<file path="src/rtl/led_pwm_pkg.sv">
// rtl/led_pwm_pkg.sv - shared LED PWM constants, mode codes and sequencer state encoding
package led_pwm_pkg;

    localparam int N_LED  = 6;
    localparam int DUTY_W = 16;
    localparam logic [DUTY_W-1:0] DUTY_MAX = '1;

    typedef enum logic [1:0] {
        MODE_OFF     = 2'b00,
        MODE_BREATHE = 2'b01,
        MODE_CHASE   = 2'b10,
        MODE_BLINK   = 2'b11
    } mode_t;

    typedef enum logic [1:0] {
        ST_IDLE    = 2'b00,
        ST_CALC    = 2'b01,
        ST_PRESENT = 2'b10
    } state_t;

endpackage

</file>
<file path="src/rtl/led_pattern_sequencer_if.sv">
// rtl/led_pattern_sequencer_if.sv - duty-word handoff from the sequencer to the PWM bank
interface led_pattern_sequencer_if #(
    parameter int N_LED  = led_pwm_pkg::N_LED,
    parameter int DUTY_W = led_pwm_pkg::DUTY_W
);
    logic [N_LED*DUTY_W-1:0] duty_flat;
    logic                    duty_valid;
    logic                    duty_ready;

    modport master (output duty_flat, output duty_valid, input duty_ready);
    modport slave  (input duty_flat, input duty_valid, output duty_ready);
endinterface

</file>
<file path="src/rtl/led_step_tick.sv">
// rtl/led_step_tick.sv - step prescaler: one-cycle tick every STEP_DIV enabled cycles
module led_step_tick #(
    parameter int STEP_DIV = 500000
) (
    input  logic clk,
    input  logic rst,
    input  logic en,
    output logic tick
);
    localparam int CW = (STEP_DIV > 1) ? $clog2(STEP_DIV) : 1;
    localparam logic [CW-1:0] LAST = CW'(STEP_DIV - 1);

    logic [CW-1:0] cnt;

    // tick is registered so it lines up with a mode_load pulse for the same latency
    always_ff @(posedge clk or posedge rst) begin
        if (rst) begin
            cnt  <= '0;
            tick <= 1'b0;
        end else begin
            tick <= 1'b0;
            if (!en) begin
                cnt <= '0;
            end else if (cnt == LAST) begin
                cnt  <= '0;
                tick <= 1'b1;
            end else begin
                cnt <= cnt + 1'b1;
            end
        end
    end
endmodule

</file>
<file path="src/rtl/led_pattern_sequencer.sv">
// rtl/led_pattern_sequencer.sv - pattern generator (OFF/BREATHE/CHASE/BLINK) feeding the PWM bank
module led_pattern_sequencer #(
    parameter int N_LED     = led_pwm_pkg::N_LED,
    parameter int DUTY_W    = led_pwm_pkg::DUTY_W,
    parameter int STEP_DIV  = 500000,
    parameter int STEP_SIZE = 200,
    parameter int PHASE_OFS = 10000
) (
    input  logic       clk,
    input  logic       rst,
    input  logic       en,
    input  logic [1:0] mode_sel,
    input  logic       mode_load,
    output logic [1:0] mode_cur,
    output logic       overrun,
    led_pattern_sequencer_if.master bus
);
    import led_pwm_pkg::*;

    localparam int IW = (N_LED > 1) ? $clog2(N_LED) : 1;
    localparam logic [IW-1:0]     LAST_IDX = IW'(N_LED - 1);
    localparam logic [DUTY_W-1:0] DMAX     = '1;
    localparam logic [31:0]       SS       = 32'(STEP_SIZE);

    state_t                  state;
    mode_t                   mode_q, mode_pend;
    logic                    init_path, load_pend, valid_q, blink_ph, tick;
    logic [N_LED*DUTY_W-1:0] duty_q, br_next, br_init;
    logic [N_LED-1:0]        dir, dir_next;
    logic [IW-1:0]           chase_idx, chase_nxt;

    led_step_tick #(.STEP_DIV(STEP_DIV)) u_tick (
        .clk  (clk),
        .rst  (rst),
        .en   (en),
        .tick (tick)
    );

    assign chase_nxt      = (chase_idx == LAST_IDX) ? '0 : chase_idx + 1'b1;
    assign bus.duty_flat  = duty_q;
    assign bus.duty_valid = valid_q;
    assign mode_cur       = mode_q;

    // dir bit: 0 = rising, 1 = falling; sums are done 32 bits wide so the clamp never wraps
    for (genvar g = 0; g < N_LED; g++) begin : g_ch
        logic [DUTY_W-1:0] cur, nxt;
        logic [31:0]       cur_ext;
        logic              nd;

        assign cur     = duty_q[g*DUTY_W +: DUTY_W];
        assign cur_ext = 32'(cur);
        assign br_init[g*DUTY_W +: DUTY_W] = DUTY_W'(g * PHASE_OFS);
        assign br_next[g*DUTY_W +: DUTY_W] = nxt;
        assign dir_next[g] = nd;

        always_comb begin
            nxt = cur;
            nd  = dir[g];
            if (!dir[g]) begin
                if (cur_ext + SS > 32'(DMAX)) begin
                    nxt = DMAX;
                    nd  = 1'b1;
                end else begin
                    nxt = cur + SS[DUTY_W-1:0];
                end
            end else begin
                if (cur_ext < SS) begin
                    nxt = '0;
                    nd  = 1'b0;
                end else begin
                    nxt = cur - SS[DUTY_W-1:0];
                end
            end
        end
    end

    always_ff @(posedge clk or posedge rst) begin
        if (rst) begin
            state     <= ST_IDLE;
            mode_q    <= MODE_OFF;
            mode_pend <= MODE_OFF;
            init_path <= 1'b0;
            load_pend <= 1'b0;
            valid_q   <= 1'b0;
            overrun   <= 1'b0;
            blink_ph  <= 1'b0;
            duty_q    <= '0;
            dir       <= '0;
            chase_idx <= '0;
        end else begin
            if (tick && state != ST_IDLE)
                overrun <= 1'b1;

            case (state)
                ST_IDLE: begin
                    // a tick coinciding with a load is absorbed by the coming INIT update
                    if (load_pend) begin
                        state     <= ST_CALC;
                        init_path <= 1'b1;
                    end else if (tick && !mode_load) begin
                        state     <= ST_CALC;
                        init_path <= 1'b0;
                    end
                end
                ST_CALC: begin
                    state   <= ST_PRESENT;
                    valid_q <= 1'b1;
                    if (init_path) begin
                        mode_q <= mode_pend;
                        case (mode_pend)
                            MODE_OFF:     duty_q <= '0;
                            MODE_BREATHE: begin duty_q <= br_init; dir <= '0; end
                            MODE_CHASE: begin
                                chase_idx <= '0;
                                duty_q    <= {{((N_LED-1)*DUTY_W){1'b0}}, DMAX};
                            end
                            MODE_BLINK: begin blink_ph <= 1'b0; duty_q <= '0; end
                        endcase
                    end else begin
                        case (mode_q)
                            MODE_OFF:     duty_q <= '0;
                            MODE_BREATHE: begin duty_q <= br_next; dir <= dir_next; end
                            MODE_CHASE: begin
                                chase_idx <= chase_nxt;
                                for (int i = 0; i < N_LED; i++)
                                    duty_q[i*DUTY_W +: DUTY_W] <= (IW'(i) == chase_nxt) ? DMAX : '0;
                            end
                            MODE_BLINK: begin
                                blink_ph <= ~blink_ph;
                                duty_q   <= blink_ph ? '0 : {N_LED{DMAX}};
                            end
                        endcase
                    end
                end
                ST_PRESENT: begin
                    if (bus.duty_ready) begin
                        valid_q <= 1'b0;
                        state   <= ST_IDLE;
                    end
                end
                default: state <= ST_IDLE;
            endcase

            if (mode_load) begin
                mode_pend <= mode_t'(mode_sel);
                load_pend <= 1'b1;
            end else if (state == ST_IDLE && load_pend) begin
                load_pend <= 1'b0;
            end
        end
    end
endmodule

</file>
<file path="src/flat_wrapper.sv">
// flat-port wrapper written by rule: the top's interface ports become plain ports
module led_pattern_sequencer_flat import led_pwm_pkg::*;
#(
    parameter int N_LED     = led_pwm_pkg::N_LED,
    parameter int DUTY_W    = led_pwm_pkg::DUTY_W,
    parameter int STEP_DIV  = 500000,
    parameter int STEP_SIZE = 200,
    parameter int PHASE_OFS = 10000
)
  (clk, rst, en, mode_sel, mode_load, mode_cur, overrun, bus_duty_flat, bus_duty_valid, bus_duty_ready);
  led_pattern_sequencer_if #(.N_LED(N_LED), .DUTY_W(DUTY_W)) bus_i ();
  input  logic clk;
  input  logic rst;
  input  logic en;
  input  logic [1:0] mode_sel;
  input  logic mode_load;
  output logic [1:0] mode_cur;
  output logic overrun;
  output wire logic [$bits(bus_i.duty_flat)-1:0] bus_duty_flat;
  output wire logic [$bits(bus_i.duty_valid)-1:0] bus_duty_valid;
  input wire logic [$bits(bus_i.duty_ready)-1:0] bus_duty_ready;
  assign bus_duty_flat = bus_i.duty_flat;
  assign bus_duty_valid = bus_i.duty_valid;
  assign bus_i.duty_ready = bus_duty_ready;
  led_pattern_sequencer #(.N_LED(N_LED), .DUTY_W(DUTY_W), .STEP_DIV(STEP_DIV), .STEP_SIZE(STEP_SIZE), .PHASE_OFS(PHASE_OFS)) u_core (.clk(clk), .rst(rst), .en(en), .mode_sel(mode_sel), .mode_load(mode_load), .mode_cur(mode_cur), .overrun(overrun), .bus(bus_i));
endmodule
</file>
<file path="config.mk">
export PLATFORM = sky130hd
export DESIGN_NAME = led_pattern_sequencer_flat
export DESIGN_NICKNAME = d
export VERILOG_FILES = /design/src/rtl/led_pwm_pkg.sv /design/src/rtl/led_pattern_sequencer_if.sv /design/src/rtl/led_step_tick.sv /design/src/rtl/led_pattern_sequencer.sv /design/src/flat_wrapper.sv
export SDC_FILE = /design/constraint.sdc
export NUM_CORES = 1
export LEC_CHECK = 0
export CORE_MARGIN = 2
export CORE_UTILIZATION = 59
export DETAILED_ROUTE_END_ITERATION = 10
export MAX_ROUTING_LAYER = met4
export PLACE_DENSITY = 0.9
export SLEW_MARGIN = 40
export SYNTH_ARGS = -nofsm -noshare
export SYNTH_HDL_FRONTEND = slang
export SYNTH_HIERARCHICAL = 1
export SYNTH_SLANG_ARGS = --single-unit
export TNS_END_PERCENT = 10
</file>
<file path="constraint.sdc">
create_clock -name clk -period 4.5 [get_ports clk]
set_input_delay 0.9 -clock clk [delete_from_list [all_inputs] [get_ports clk]]
set_output_delay 0.9 -clock clk [all_outputs]
set_load 0.1 [all_outputs]
</file>
==> impl_metrics.prom, run 1 <==
# TYPE chip_impl_metric gauge
chip_impl_info{name="outcome",value="finished, final reports clean"} 1
chip_impl_info{name="worst_path_cell_trace",value="ha_1 -> a211oi_1 -> nor4_1 -> xnor2_1 -> a2111oi_2 -> buf_4 -> o311ai_0 -> nand2_1"} 1
chip_impl_info{name="post-synth-top-area-cell",value="sky130_fd_sc_hd__dfrtp_1"} 1
chip_impl_metric{name="cts_hold_repair.buffers",unit=""} 0
chip_impl_metric{name="final-max-slew-violation-count",unit=""} 0
chip_impl_metric{name="reg2reg_depth",unit=""} 8
chip_impl_info{name="r2r_end",value="u_core/bus.duty_flat[26]"} 1
chip_impl_metric{name="grt_pass1_wl",unit="mm"} 48.0
chip_impl_info{name="yosys_most_used_dff",value="sky130_fd_sc_hd__dfrtp_1"} 1
chip_impl_info{name="setup.worst_path.end",value="u_core/bus.duty_flat[26]"} 1
chip_impl_metric{name="routedWlPerCell",unit="um"} 18.6
chip_impl_metric{name="clock_insertion_delay_worst_skew",unit="ps"} 430
chip_impl_metric{name="vias",unit=""} 10782
chip_impl_info{name="timing.hold.worst.class",value="flip-flop to flip-flop"} 1
chip_impl_metric{name="total_leakage_power",unit="uW"} 0.00482
chip_impl_metric{name="place_ws",unit="ps"} 1350
chip_impl_metric{name="floorplan.core_area",unit="um^2"} 17300
chip_impl_metric{name="finalClockSkew",unit="ps"} 7.48
chip_impl_metric{name="first_pass_iters",unit=""} 6
chip_impl_metric{name="cts.clk_slew.worst_paths",unit="ps"} 60
chip_impl_metric{name="ant_nets",unit=""} 0
chip_impl_metric{name="synth_cells",unit=""} 1343
chip_impl_metric{name="syn_nets",unit=""} 1369
chip_impl_metric{name="ys_ff_latch",unit=""} 124
chip_impl_metric{name="detailed_place_hpwl",unit="mm"} 19.7
chip_impl_metric{name="synth_top_cell_area_share",unit=""} 0.298
chip_impl_metric{name="holdWs",unit="ps"} 501
chip_impl_metric{name="flow.area_growth_from_synthesis",unit="%"} 9.41
chip_impl_metric{name="drv_cap",unit=""} 0
chip_impl_info{name="endpoint_kind",value="flip-flop"} 1
chip_impl_info{name="root_buffer",value="sky130_fd_sc_hd__clkbuf_16"} 1
chip_impl_metric{name="cts.path.max_buffers",unit=""} 2
chip_impl_metric{name="io_count",unit=""} 107
chip_impl_metric{name="reg2reg_slack",unit="ps"} 1350
chip_impl_info{name="critPathLaunch",value="u_core/bus.duty_flat[19]"} 1
chip_impl_metric{name="numPortBuffers",unit=""} 106
chip_impl_metric{name="cts_post_setup_buffers_inserted",unit=""} 0
chip_impl_info{name="cts_tree",value="done"} 1
chip_impl_metric{name="number_of_non_filler_instances_in_the_completed_layout",unit=""} 1587
chip_impl_metric{name="number_of_inserted_diodes",unit=""} 0
chip_impl_metric{name="fmax",unit="MHz"} 317
chip_impl_metric{name="post_route_cells_drive_above_1_share",unit=""} 0.136
chip_impl_metric{name="dp_cells",unit=""} 1557
chip_impl_metric{name="tightest_slew",unit="ps"} 957
chip_impl_metric{name="worst-endpoint-arrival",unit="ps"} 3510
chip_impl_metric{name="netlist-cell-type-count",unit=""} 81
chip_impl_info{name="critPathSlowestCell",value="sky130_fd_sc_hd__a2111oi_2"} 1
chip_impl_metric{name="cp_slowest_stage_delay",unit="ps"} 800
chip_impl_metric{name="mean_cell_area_of_the_mapped_netlist",unit="um^2"} 7.76
chip_impl_info{name="commonest_cells_after_routing_fill_and_taps_aside",value="sky130_fd_sc_hd__dfrtp_1 (124), sky130_fd_sc_hd__nand2_1 (113), sky130_fd_sc_hd__a21oi_1 (109)"} 1
chip_impl_info{name="timing.rr.start",value="u_core/bus.duty_flat[19]"} 1
chip_impl_metric{name="cts_made_buffers",unit=""} 17
chip_impl_info{name="critical_path.startpoint_type",value="flip-flop"} 1
chip_impl_metric{name="viasPerCell",unit=""} 6.79
chip_impl_metric{name="final_critical_path_setup_slack",unit="ps"} 1350
chip_impl_info{name="layout_commonest_cell",value="sky130_fd_sc_hd__dfrtp_1"} 1
chip_impl_metric{name="layout.nets",unit=""} 1377
chip_impl_info{name="timing_worst_setup_path_type",value="flip-flop to flip-flop"} 1
chip_impl_metric{name="placement_rows",unit=""} 48
chip_impl_metric{name="cts_sink_cnt",unit=""} 124
chip_impl_metric{name="max_slew_margin",unit=""} 0.362
chip_impl_metric{name="critPathRequiredTime",unit="ps"} 4860
chip_impl_metric{name="floorplan.initialDensity",unit=""} 0.602
chip_impl_metric{name="met3RoutedLength",unit="mm"} 2.71
chip_impl_metric{name="cts_htree_levels",unit=""} 4
chip_impl_metric{name="routed-wl-met2",unit="mm"} 13.6
chip_impl_metric{name="postCtsResizedCells",unit=""} 0
chip_impl_metric{name="pwrdens",unit="nW/um^2"} 573
chip_impl_metric{name="synth.yosys.warnings",unit=""} 6
chip_impl_metric{name="setup_viol_count_final",unit=""} 0
chip_impl_metric{name="grt_max_degree",unit=""} 62
chip_impl_metric{name="hold_violations",unit=""} 0
chip_impl_metric{name="wl",unit="mm"} 29.5
chip_impl_info{name="synth.area.top_cells",value="sky130_fd_sc_hd__dfrtp_1 (30%), sky130_fd_sc_hd__a21oi_1 (5.3%), sky130_fd_sc_hd__xnor2_1 (4.8%)"} 1
chip_impl_metric{name="die-height",unit="um"} 137
chip_impl_metric{name="crit_path_max_fanout",unit=""} 11
chip_impl_metric{name="gp_congestion",unit=""} 0.949
chip_impl_metric{name="timing.setup.tns",unit="ps"} 0
chip_impl_metric{name="finalCriticalPeriod",unit="ps"} 3150
chip_impl_metric{name="antenna_found_initial",unit=""} 0
chip_impl_info{name="grt_setup_unrepaired",value="no"} 1
chip_impl_metric{name="die-area",unit="um^2"} 18700
chip_impl_metric{name="grt_overflow_total",unit=""} 0
chip_impl_metric{name="grt_pass1_vias",unit=""} 9606
chip_impl_metric{name="number_of_design_rule_violations_left_after_detail_routing",unit=""} 0
chip_impl_info{name="topRoutingLayerUsed",value="met4"} 1
chip_impl_metric{name="groute.usage.overall",unit=""} 0.326
chip_impl_metric{name="m1WireLength",unit="mm"} 12.4
chip_impl_metric{name="final.period_utilization",unit=""} 0.701
chip_impl_metric{name="synth-seq-area-share",unit=""} 0.298
chip_impl_metric{name="die_width",unit="um"} 137
chip_impl_metric{name="drt_iter0_drc",unit=""} 1844
chip_impl_metric{name="vdd.ir_drop.worst",unit="V"} 0.000749
chip_impl_metric{name="synth.cell_area",unit="um^2"} 10400
chip_impl_metric{name="synth_edf_count",unit=""} 0
chip_impl_metric{name="synthArstFlopShare",unit=""} 1.00
cells in the mapped netlist, types with 18 or more instances:
master and instances:
sky130_fd_sc_hd__xnor2_1 57, sky130_fd_sc_hd__nand2_1 113, sky130_fd_sc_hd__nand3_1 61, sky130_fd_sc_hd__xor2_1 33, sky130_fd_sc_hd__nand2b_1 30, sky130_fd_sc_hd__nor4_1 24
sky130_fd_sc_hd__a211oi_1 24, sky130_fd_sc_hd__nand4_1 31, sky130_fd_sc_hd__o21ai_0 77, sky130_fd_sc_hd__ha_1 19, sky130_fd_sc_hd__clkbuf_1 84, sky130_fd_sc_hd__o31ai_1 18
sky130_fd_sc_hd__dfrtp_1 124, sky130_fd_sc_hd__a21oi_1 110, sky130_fd_sc_hd__nor2_1 106, sky130_fd_sc_hd__a31oi_1 25, sky130_fd_sc_hd__nor3_1 50, sky130_fd_sc_hd__buf_2 23
sky130_fd_sc_hd__inv_1 43
worst min path at each step:
stage | start | endpoint | slack, ps | cells past startpoint
floorplan | u_core/u_tick/tick | u_core/overrun | 440 | 1
global placement | u_core/overrun | u_core/overrun | 490 | 1
detailed placement | u_core/overrun | u_core/overrun | 480 | 1
CTS | u_core/overrun | u_core/overrun | 500 | 1
global route | u_core/overrun | u_core/overrun | 500 | 1
finish | u_core/overrun | u_core/overrun | 500 | 1
sequential cells by signal, indices dropped and copies added, names as in the netlist:
signal and flops:
u_core/bus.duty_flat 84, u_core/u_tick/cnt 19, u_core/dir 6, u_core/chase_idx 3, u_core/mode_cur 2, u_core/mode_pend 2, u_core/state 2, u_core/blink_ph 1
u_core/bus.duty_valid 1, u_core/init_path 1, u_core/load_pend 1, u_core/overrun 1, u_core/u_tick/tick 1
critical path, delay by kind of cell (launching register included):
family | cells | cell delay (ps)
DFF | 1 | 510
xor gates and xnor gates | 1 | 180
and+or+nand+nor | 2 | 250
buffers and inverters | 1 | 290
AOI/OAI and AO/OA | 3 | 1530
adders and majority gates | 1 | 330
per-layer routing:
metal  up-vias  track usage
met4         0        0.128
li1       4975            -
met5         -            -
met1      5112        0.449
met2       608        0.484
met3        87       0.0519
per-stage QoR:
step                power [uW]   util  instance area (um^2)
detailed placement        5120  0.625                 10800
finish                    6540  0.659                 11400
global route              6860  0.659                 11400
global placement          5230  0.653                 11300
CTS                       6480  0.658                 11400
floorplan                 4550      -                 10400
final cells by class:
| type | count | area, um^2 |
|---|---|---|
| Multi-Input combinational cell | 1048 | 6620 |
| Timing Repair Buffer | 116 | 648 |
| Fill cell | 1434 | 5900 |
| Clock inverter | 11 | 121 |
| Tap cell | 225 | 282 |
| Inverter | 44 | 170 |
| Clock buffer | 19 | 453 |
| Sequential cell | 124 | 3100 |
report_power, final:
group	total (uW)	switching (uW)	leakage, uW	internal [uW]
clock network	1350	515	0.000269	834
registers	1860	556	0.00165	1300
logic	3330	2470	0.00290	867
total	6540	3540	0.00482	3000
kinds of logic (layout without fill, tap and decap cells):
group	Yosys count	in the layout	synth area share
and+or+nand+nor	521	521	0.259
xor gates and xnor gates	90	90	0.0756
buffers and inverters	171	190	0.0705
muxes	14	14	0.0140
AOI/OAI and AO/OA	404	404	0.260
DFF	124	124	0.298
adders and majority gates	19	19	0.0228
(Power assumes the default switching activity.)
==> inputs of run 2 (changes only) <==
--- a/config.mk
+++ b/config.mk
@@ -6,10 +6,10 @@
 export NUM_CORES = 1
 export LEC_CHECK = 0
 export CORE_MARGIN = 2
-export CORE_UTILIZATION = 59
+export CORE_UTILIZATION = 53
 export DETAILED_ROUTE_END_ITERATION = 10
 export MAX_ROUTING_LAYER = met4
-export PLACE_DENSITY = 0.9
+export PLACE_DENSITY = 0.86
 export SLEW_MARGIN = 40
 export SYNTH_ARGS = -nofsm -noshare
 export SYNTH_HDL_FRONTEND = slang
==> constraint.sdc (replaced) <==
create_clock -name clk -period 2.61 [get_ports clk]
set_input_delay 0.522 -clock clk [delete_from_list [all_inputs] [get_ports clk]]
set_output_delay 0.522 -clock clk [all_outputs]
set_load 0.1 [all_outputs]
==> impl_metrics.prom, run 2 (synthesized netlist as in run 1, its figures left out) <==
# TYPE chip_impl_metric gauge
chip_impl_info{name="outcome",value="finished, final reports clean"} 1
chip_impl_info{name="commonest_cells_after_routing_fill_and_taps_aside",value="sky130_fd_sc_hd__buf_4 (198), sky130_fd_sc_hd__dfrtp_1 (122), sky130_fd_sc_hd__nand2_1 (113)"} 1
chip_impl_metric{name="die-height",unit="um"} 144
chip_impl_metric{name="number_of_inserted_diodes",unit=""} 0
chip_impl_metric{name="floorplan.core_area",unit="um^2"} 19400
chip_impl_metric{name="die_width",unit="um"} 144
chip_impl_info{name="timing.hold.worst.class",value="flip-flop to flip-flop"} 1
chip_impl_metric{name="cts_sink_cnt",unit=""} 124
chip_impl_metric{name="critPathRequiredTime",unit="ps"} 2920
chip_impl_metric{name="tightest_slew",unit="ps"} 777
chip_impl_metric{name="cts_htree_levels",unit=""} 4
chip_impl_metric{name="grt_overflow_total",unit=""} 0
chip_impl_metric{name="drv_cap",unit=""} 0
chip_impl_metric{name="finalClockSkew",unit="ps"} 6.56
chip_impl_metric{name="post_route_cells_drive_above_1_share",unit=""} 0.199
chip_impl_metric{name="fmax",unit="MHz"} 387
chip_impl_metric{name="timing.setup.tns",unit="ps"} 0
chip_impl_metric{name="detailed_place_hpwl",unit="mm"} 21.9
chip_impl_metric{name="numPortBuffers",unit=""} 106
chip_impl_metric{name="grt_max_degree",unit=""} 47
chip_impl_metric{name="worst-endpoint-arrival",unit="ps"} 2890
chip_impl_metric{name="flow.area_growth_from_synthesis",unit="%"} 20.7
chip_impl_metric{name="first_pass_iters",unit=""} 7
chip_impl_metric{name="vdd.ir_drop.worst",unit="V"} 0.000595
chip_impl_info{name="worst_path_cell_trace",value="ha_1 -> a211oi_1 -> buf_4 -> nor4_2 -> xnor2_1 -> a2111oi_2 -> buf_4 -> or3_1 -> a221o_1"} 1
chip_impl_metric{name="final.period_utilization",unit=""} 0.990
chip_impl_metric{name="path_buf_inv",unit=""} 2
chip_impl_metric{name="finalCriticalPeriod",unit="ps"} 2590
chip_impl_metric{name="cts.clk_slew.worst_paths",unit="ps"} 60
chip_impl_metric{name="hold_violations",unit=""} 0
chip_impl_metric{name="viasPerCell",unit=""} 6.64
chip_impl_metric{name="number_of_design_rule_violations_left_after_detail_routing",unit=""} 0
chip_impl_metric{name="placement_rows",unit=""} 51
chip_impl_metric{name="groute.usage.overall",unit=""} 0.315
chip_impl_metric{name="total_leakage_power",unit="uW"} 0.00539
chip_impl_info{name="layout_commonest_cell",value="sky130_fd_sc_hd__buf_4"} 1
chip_impl_metric{name="final_critical_path_setup_slack",unit="ps"} 25.0
chip_impl_metric{name="wl",unit="mm"} 32.3
chip_impl_info{name="critPathSlowestCell",value="sky130_fd_sc_hd__dfrtp_1"} 1
chip_impl_metric{name="max_slew_margin",unit=""} 0.480
chip_impl_info{name="timing_worst_setup_path_type",value="flip-flop to flip-flop"} 1
chip_impl_metric{name="cp_slowest_stage_delay",unit="ps"} 390
chip_impl_metric{name="ant_nets",unit=""} 0
chip_impl_metric{name="vias",unit=""} 11427
chip_impl_info{name="critical_path.startpoint_type",value="flip-flop"} 1
chip_impl_info{name="worst_path_most_repeated_cell",value="sky130_fd_sc_hd__buf_4"} 1
chip_impl_metric{name="pwrdens",unit="nW/um^2"} 981
chip_impl_metric{name="final-max-slew-violation-count",unit=""} 0
chip_impl_info{name="timing.critical_path.max_delay_family",value="compound AO/OA/AOI/OAI gates"} 1
chip_impl_info{name="root_buffer",value="sky130_fd_sc_hd__clkbuf_16"} 1
chip_impl_info{name="grt_setup_unrepaired",value="yes"} 1
chip_impl_metric{name="drt_iter0_drc",unit=""} 1561
chip_impl_metric{name="die-area",unit="um^2"} 20800
chip_impl_metric{name="cts.path.max_buffers",unit=""} 2
chip_impl_metric{name="io_count",unit=""} 107
chip_impl_metric{name="layout.nets",unit=""} 1469
chip_impl_metric{name="clock_insertion_delay_worst_skew",unit="ps"} 430
chip_impl_metric{name="holdWs",unit="ps"} 514
chip_impl_info{name="endpoint_kind",value="flip-flop"} 1
chip_impl_metric{name="floorplan.initialDensity",unit=""} 0.537
chip_impl_metric{name="largest_register_ff_count",unit=""} 84
chip_impl_metric{name="fin_util",unit=""} 0.649
chip_impl_metric{name="routedWlPerCell",unit="um"} 18.8
chip_impl_metric{name="cts_hold_repair.buffers",unit=""} 0
chip_impl_metric{name="setup_viol_count_final",unit=""} 0
chip_impl_metric{name="place_ws",unit="ps"} 68.3
chip_impl_metric{name="crit_path_max_fanout",unit=""} 12
chip_impl_metric{name="antenna_found_initial",unit=""} 0
chip_impl_metric{name="cts_made_buffers",unit=""} 17
chip_impl_metric{name="grt_pass1_wl",unit="mm"} 51.7
chip_impl_metric{name="grt_pass1_vias",unit=""} 10477
chip_impl_info{name="cts_tree",value="done"} 1
chip_impl_metric{name="gp_congestion",unit=""} 0.995
[run 2: changes by cell type in the layout (fill, tap and decap cells not counted), sizes merged]
cell,change
clkinvlp,-1
inv,+1
buf,+92
clkinv,-2
bufinv,+3
clkbuf,+1
[run 2: layout make-up]
class,instances,area (um^2)
clock buffers,20,467
well taps,265,332
clock inverters,12,208
repair buffers,208,1630
flip-flops and latches,124,3110
fillers,1610,6820
inverters,44,169
multi-input cells,1048,6670
[run 2: through the flow]
| step | power, uW | cells | instance area [um^2] |
|---|---|---|---|
| final | 12300 | 1721 | 12600 |
| after global routing | 12900 | 1721 | 12600 |
| after CTS | 12200 | 1720 | 12500 |
| after detailed placement | 9440 | 1688 | 11800 |
| after global placement | 9330 | 1688 | 11800 |
| after floorplan | 7840 | 1343 | 10400 |
[run 2: what timing repair did]
action / CTS / global route
endpoints found under the setup margin: 9 / 31
gates resized for setup: 3 / 17
buffers inserted: 0 / 1
pin swaps: 0 / 1
hold endpoints to repair: 0 / 0
[run 2: worst paths after layout]
kind	startpoint	to	slack, ps	depth (start not counted)
worst max-delay path	u_core/bus.duty_flat[19]	u_core/bus.duty_flat[29]	20	9
worst min-delay path	u_core/overrun	u_core/overrun	510	1
worst max register to register	u_core/bus.duty_flat[19]	u_core/bus.duty_flat[29]	20	9
worst min register to register	u_core/overrun	u_core/overrun	510	1
max in group asynchronous	rst	u_core/bus.duty_flat[83]	1400	3
min in group asynchronous	rst	u_core/u_tick/cnt[2]	520	2
[run 2: per-layer routing]
metal,GRT usage,vias up,share of wire
li1,-,5150,-
met1,0.413,5408,0.41
met2,0.488,737,0.46
met3,0.0540,132,0.097
met4,0.129,0,0.035
met5,-,-,0
[run 2: power by group]
group | switching (uW) | internal (uW) | leakage [uW]
logic | 4780 | 1980 | 0.00342
registers | 601 | 2250 | 0.00165
clock network | 945 | 1780 | 0.000319
==> inputs of run 3 (changes only) <==
--- a/config.mk
+++ b/config.mk
@@ -5,8 +5,12 @@
 export SDC_FILE = /design/constraint.sdc
 export NUM_CORES = 1
 export LEC_CHECK = 0
+export ABC_CLOCK_PERIOD_IN_PS = 2610
+export CELL_PAD_IN_SITES_DETAIL_PLACEMENT = 2
+export CELL_PAD_IN_SITES_GLOBAL_PLACEMENT = 2
 export CORE_MARGIN = 2
-export CORE_UTILIZATION = 53
+export CORE_UTILIZATION = 31
+export CTS_CLUSTER_DIAMETER = 30
 export DETAILED_ROUTE_END_ITERATION = 10
 export MAX_ROUTING_LAYER = met4
 export PLACE_DENSITY = 0.86
==> impl_metrics.prom, run 3 (synthesized netlist as in run 1, its figures left out) <==
# TYPE chip_impl_metric gauge
chip_impl_metric{name="dp_cells",unit=""} 1897
chip_impl_metric{name="placedInstanceArea",unit="um^2"} 12200
chip_impl_metric{name="hold_violations",unit=""} 0
chip_impl_info{name="critPathLaunch",value="u_core/bus.duty_flat[35]"} 1
chip_impl_metric{name="crit_path_max_fanout",unit=""} 5
chip_impl_metric{name="die_width",unit="um"} 187
chip_impl_metric{name="max_slew_margin",unit=""} 0.462
chip_impl_metric{name="cts_hold_repair.buffers",unit=""} 0
chip_impl_metric{name="groute.usage.overall",unit=""} 0.268
chip_impl_metric{name="floorplan.core_area",unit="um^2"} 33300
chip_impl_metric{name="cts.clk_slew.worst_paths",unit="ps"} 70
chip_impl_metric{name="die-height",unit="um"} 187
chip_impl_info{name="grt_setup_unrepaired",value="yes"} 1
chip_impl_metric{name="post_route_cells_drive_above_1_share",unit=""} 0.219
chip_impl_metric{name="grt_overflow_total",unit=""} 0
chip_impl_info{name="timing.rr.start",value="u_core/bus.duty_flat[35]"} 1
chip_impl_metric{name="worst-endpoint-arrival",unit="ps"} 2900
chip_impl_metric{name="vias",unit=""} 11584
chip_impl_metric{name="die-area",unit="um^2"} 35100
chip_impl_metric{name="io_count",unit=""} 107
chip_impl_info{name="critical_path.startpoint_type",value="flip-flop"} 1
chip_impl_metric{name="reg2reg_depth",unit=""} 8
chip_impl_metric{name="fmax",unit="MHz"} 389
chip_impl_metric{name="reg2reg_slack",unit="ps"} 40
chip_impl_info{name="endpoint_kind",value="flip-flop"} 1
chip_impl_metric{name="routedWlPerCell",unit="um"} 23.8
chip_impl_metric{name="finalClockSkew",unit="ps"} 14.3
chip_impl_metric{name="grt.met3_usage",unit=""} 0.0486
chip_impl_metric{name="placement_rows",unit=""} 67
chip_impl_metric{name="setup_viol_count_final",unit=""} 0
chip_impl_metric{name="final-max-slew-violation-count",unit=""} 0
chip_impl_info{name="cts_tree",value="done"} 1
chip_impl_metric{name="vdd.ir_drop.worst",unit="V"} 0.000745
chip_impl_metric{name="pwrdens",unit="nW/um^2"} 975
chip_impl_metric{name="total_leakage_power",unit="uW"} 0.00549
chip_impl_metric{name="antenna_found_initial",unit=""} 0
chip_impl_metric{name="finalCriticalPeriod",unit="ps"} 2570
chip_impl_metric{name="layout.nets",unit=""} 1496
chip_impl_metric{name="final.period_utilization",unit=""} 0.984
chip_impl_metric{name="number_of_non_filler_instances_in_the_completed_layout",unit=""} 1931
chip_impl_metric{name="detailed_place_hpwl",unit="mm"} 31.2
chip_impl_info{name="layout_commonest_cell",value="sky130_fd_sc_hd__buf_4"} 1
chip_impl_metric{name="number_of_design_rule_violations_left_after_detail_routing",unit=""} 0
chip_impl_metric{name="viasPerCell",unit=""} 6.00
chip_impl_metric{name="floorplan.initialDensity",unit=""} 0.313
chip_impl_info{name="root_buffer",value="sky130_fd_sc_hd__clkbuf_16"} 1
chip_impl_info{name="outcome",value="finished, final reports clean"} 1
chip_impl_info{name="setup.worst_path.end",value="u_core/bus.duty_flat[33]"} 1
chip_impl_metric{name="grt_max_degree",unit=""} 81
chip_impl_metric{name="wl",unit="mm"} 46.0
chip_impl_metric{name="cts_made_buffers",unit=""} 17
chip_impl_metric{name="tightest_slew",unit="ps"} 804
chip_impl_metric{name="grtUsageMet2",unit=""} 0.447
chip_impl_metric{name="final_cell_area",unit="um^2"} 13000
chip_impl_metric{name="flow.area_growth_from_synthesis",unit="%"} 24.7
chip_impl_metric{name="cts_sink_cnt",unit=""} 124
chip_impl_metric{name="global_routing_met1_resource_utilization",unit=""} 0.321
chip_impl_info{name="timing_worst_setup_path_type",value="flip-flop to flip-flop"} 1
chip_impl_info{name="commonest_cells_after_routing_fill_and_taps_aside",value="sky130_fd_sc_hd__buf_4 (223), sky130_fd_sc_hd__dfrtp_1 (119), sky130_fd_sc_hd__nand2_1 (113)"} 1
chip_impl_metric{name="first_pass_iters",unit=""} 6
chip_impl_metric{name="grt_pass1_wl",unit="mm"} 73.3
chip_impl_metric{name="number_of_inserted_diodes",unit=""} 0
chip_impl_metric{name="drv_cap",unit=""} 0
chip_impl_metric{name="drt_iter0_drc",unit=""} 655
chip_impl_metric{name="numPortBuffers",unit=""} 106
chip_impl_metric{name="largest_register_ff_count",unit=""} 84
chip_impl_info{name="timing.hold.worst.class",value="flip-flop to flip-flop"} 1
chip_impl_info{name="global_route.peak_usage_layer",value="met2"} 1
chip_impl_metric{name="grt_pass1_vias",unit=""} 12769
chip_impl_metric{name="cts_htree_levels",unit=""} 4
chip_impl_info{name="r2r_end",value="u_core/bus.duty_flat[33]"} 1
chip_impl_metric{name="clock_insertion_delay_worst_skew",unit="ps"} 450
chip_impl_metric{name="gp_congestion",unit=""} 0.877
chip_impl_metric{name="cts.path.max_buffers",unit=""} 2
chip_impl_metric{name="ant_nets",unit=""} 0
chip_impl_metric{name="critPathRequiredTime",unit="ps"} 2940
[run 3: where the power goes]
part	internal, uW	switching, uW
clock	1560	1040
sequential	2250	637
combinational	2040	5160
[run 3: worst max-delay path: stages, from the launching register on]
cell	delay (ps)
sky130_fd_sc_hd__dfrtp_1	430
sky130_fd_sc_hd__ha_2	270
sky130_fd_sc_hd__xnor2_1	150
sky130_fd_sc_hd__a211o_1	260
sky130_fd_sc_hd__or4_4	550
sky130_fd_sc_hd__nor4_4	300
sky130_fd_sc_hd__buf_4	180
sky130_fd_sc_hd__nor2_1	80
sky130_fd_sc_hd__o31ai_1	240
[run 3: cell type report]
type | instances | area, um^2
clock buffers | 19 | 453
clock inverters | 13 | 165
fillers | 3754 | 20300
inverters | 44 | 169
multi-input cells | 1048 | 6710
flip-flops and latches | 124 | 3110
well taps | 448 | 561
repair buffers | 235 | 1830
[run 3: how the worst min path moves through the flow]
stage                       start          endpoint  slack, ps  cells after the start
2_1_floorplan  u_core/u_tick/tick    u_core/overrun        440                      1
3_3_place_gp     u_core/load_pend  u_core/load_pend        490                      1
3_5_place_dp     u_core/load_pend  u_core/load_pend        510                      1
4_1_cts          u_core/load_pend  u_core/load_pend        520                      1
5_1_grt            u_core/overrun    u_core/overrun        520                      1
6_report           u_core/overrun    u_core/overrun        520                      1
[run 3: what timing repair did]
item | 4_1_cts | 5_1_grt
cloned | 0 | 0
setup endpoints to repair | 19 | 60
gates resized for setup | 6 | 28
pin swaps | 1 | 1
setup buffers | 2 | 0
endpoints found under the hold margin | 0 | 0
[run 3: metal layers]
metal | wire length, um | up-vias
li1 | - | 5183
met1 | 19300 | 5939
met2 | 23100 | 358
met3 | 2290 | 104
met4 | 1320 | 0
met5 | 0 | -
[run 3: per-stage QoR]
step            util  hold slack, ps  setup WS (ps)  setup TNS, ps  total power [uW]
4_1_cts        0.387             522           1.22              0             12600
3_5_place_dp   0.367             507          -62.1           -106              9880
2_1_floorplan      -             442           -516         -20880              7840
5_1_grt        0.390             522          -61.3           -209             13200
3_3_place_gp   0.367             490            125              0              9610
6_report       0.390             523           42.4              0             12700
==> RTL change: new RTL, flow settings as in run 3 <==
Encoding of `state_t`: now one-hot (3 bits for 3 states).
--- a/src/rtl/led_pwm_pkg.sv
+++ b/src/rtl/led_pwm_pkg.sv
@@ -12,10 +12,10 @@
         MODE_BLINK   = 2'b11
     } mode_t;
 
-    typedef enum logic [1:0] {
-        ST_IDLE    = 2'b00,
-        ST_CALC    = 2'b01,
-        ST_PRESENT = 2'b10
+    typedef enum logic [2:0] {
+        ST_IDLE    = 3'b001,
+        ST_CALC    = 3'b010,
+        ST_PRESENT = 3'b100
     } state_t;
 
 endpackage
Check against the original RTL: same outputs for any inputs over 4 cycles, from zero or initial values and one cycle with rst high; so few cycles prove little.
==> RTL change against run 3 <==
Global-route usage shrank 0.54 points; combinational power grew 5.0%; wire length shrank 7.0%; power grew 2.0%; largest power group unchanged; setup slack lost 0.034 ns; cell count shrank 3.9%; area after synthesis shrank 3.2%; critical path depth grew 1; sequential cell count grew 1; design area shrank 3.1%.
==> RTL change: results (changes against run 3) <==
* 9 — worst reg-to-reg path cell count, +1
* 0.494 ns — worst hold slack, -0.0296 ns
* 5.45 nW — leakage component of the power, -0.82%
* complete, no violations — outcome
* 1426 — post-layout net count, -4.7%
* 0.236 — fraction of layout instances using a drive strength above 1, +0.0172
* 0.253 — post-synthesis compound-gate area fraction, -0.00723
* 0.42 ns — Worst path max stage delay, -0.13 ns
* 1823 — DP Cell Count, -3.9%
* 0.0167 ns — Clock Skews, +0.00238 ns
* 0.997 — final worst-path cycle share, +0.0130
* 5 — number of optimization iterations in the first detailed-route pass, -1
* -0.0137 ns — placement-stage worst setup slack, +0.0484 ns
* 30000 µm — detailed-placement wirelength estimate, -3.8%
* a211o_2 — critical-path cell with the highest stage delay
* u_core/bus.duty_flat[4]$_DFFE_PP0P_ — startpoint of the lowest-slack register-to-register path
* 0.0895 — share of the synthesized netlist area taken by xor and xnor gates, +0.0138
* 1855 — final standard cell count with taps included and fillers excluded, -3.9%
* compound AO/OA/AOI/OAI gates — cell family contributing the most delay on the critical path
* 0.867 — Placer Congestion, -1.2%
* nand2_1, dfrtp_1, nor2_1, o21ai_0, a21oi_1 — Synth top cells by count
* 98 — count of unique library cells instantiated by Yosys, +21%
* 106 — largest net degree at the start of global routing, +31%
* 10661 — via count of the routed design, -8.0%
* 0.310 — sequential-to-total area share from yosys stat, +0.0125
* 0.0158 — share of cell area taken by muxes after synthesis, +0.00171
* 0.0236 — adder and majority gate portion of the synthesized area, +0.000759
* 1251 — post-synthesis instance total, -6.9%
* 1580 µm — met3 WL post-DR, -31%
* dfrtp_1, xnor2_1, nand2_1 — cell types occupying the most area after synthesis
* 9 — critical-path maximum fanout, +4
* 610 — violation count after the first detailed-routing iteration, -6.9%
* 0.262 — combined global-route utilization of all metal layers, -0.00544
* 0.009 ns — FF-to-FF setup slack, -0.03 ns
## RTL change: stage by stage
stage | setup TNS, ns | power [mW] | area, µm²
detailed placement | -0.0178 | 10.3 | 11900
floorplan | -20.99 | 8.18 | 10100
CTS | 0 | 12.9 | 12500
global route | -0.272 | 13.6 | 12600
global placement | 0 | 10.0 | 11900
finish | 0 | 12.9 | 12600
## RTL change: cell families (layout without fill, tap and decap cells)
logic type,Yosys count,count (layout)
buffers and inverters,152,314
AND/OR/NAND/NOR,475,475
AO/OA/AOI/OAI,362,362
flip-flops,125,125
XOR/XNOR,103,103
multiplexers,15,15
adder cells (fa/ha/maj),19,19
## RTL change: layout make-up
cell class,count,area [µm²],area share
tap,442,553,0.0439
clock buffer,18,439,0.0349
clock inverter,14,120,0.00953
timing repair buffer,238,1810,0.144
inverter,44,169,0.0134
sequential,125,3130,0.249
multi-input combinational,974,6370,0.506
## RTL change: per-layer routing
metal | up-vias | global-route usage
li1 | 4836 | -
met5 | - | -
met4 | 0 | 0.0726
met2 | 249 | 0.460
met1 | 5512 | 0.312
met3 | 64 | 0.0405
## RTL change: repair_timing
| item | CTS | global route |
|---|---|---|
| hold endpoints to repair | 0 | 0 |
| setup buffers | 0 | 0 |
| gates resized for setup | 6 | 19 |
| setup endpoints to repair | 18 | 39 |
| pin swaps | 0 | 2 |
## RTL change: power breakdown
part | internal [mW] | leakage (nW) | switching (mW)
clock network | 1.33 | 0.268 | 1.07
logic | 2.29 | 3.51 | 5.26
registers | 2.29 | 1.67 | 0.688
total | 5.91 | 5.45 | 7.01
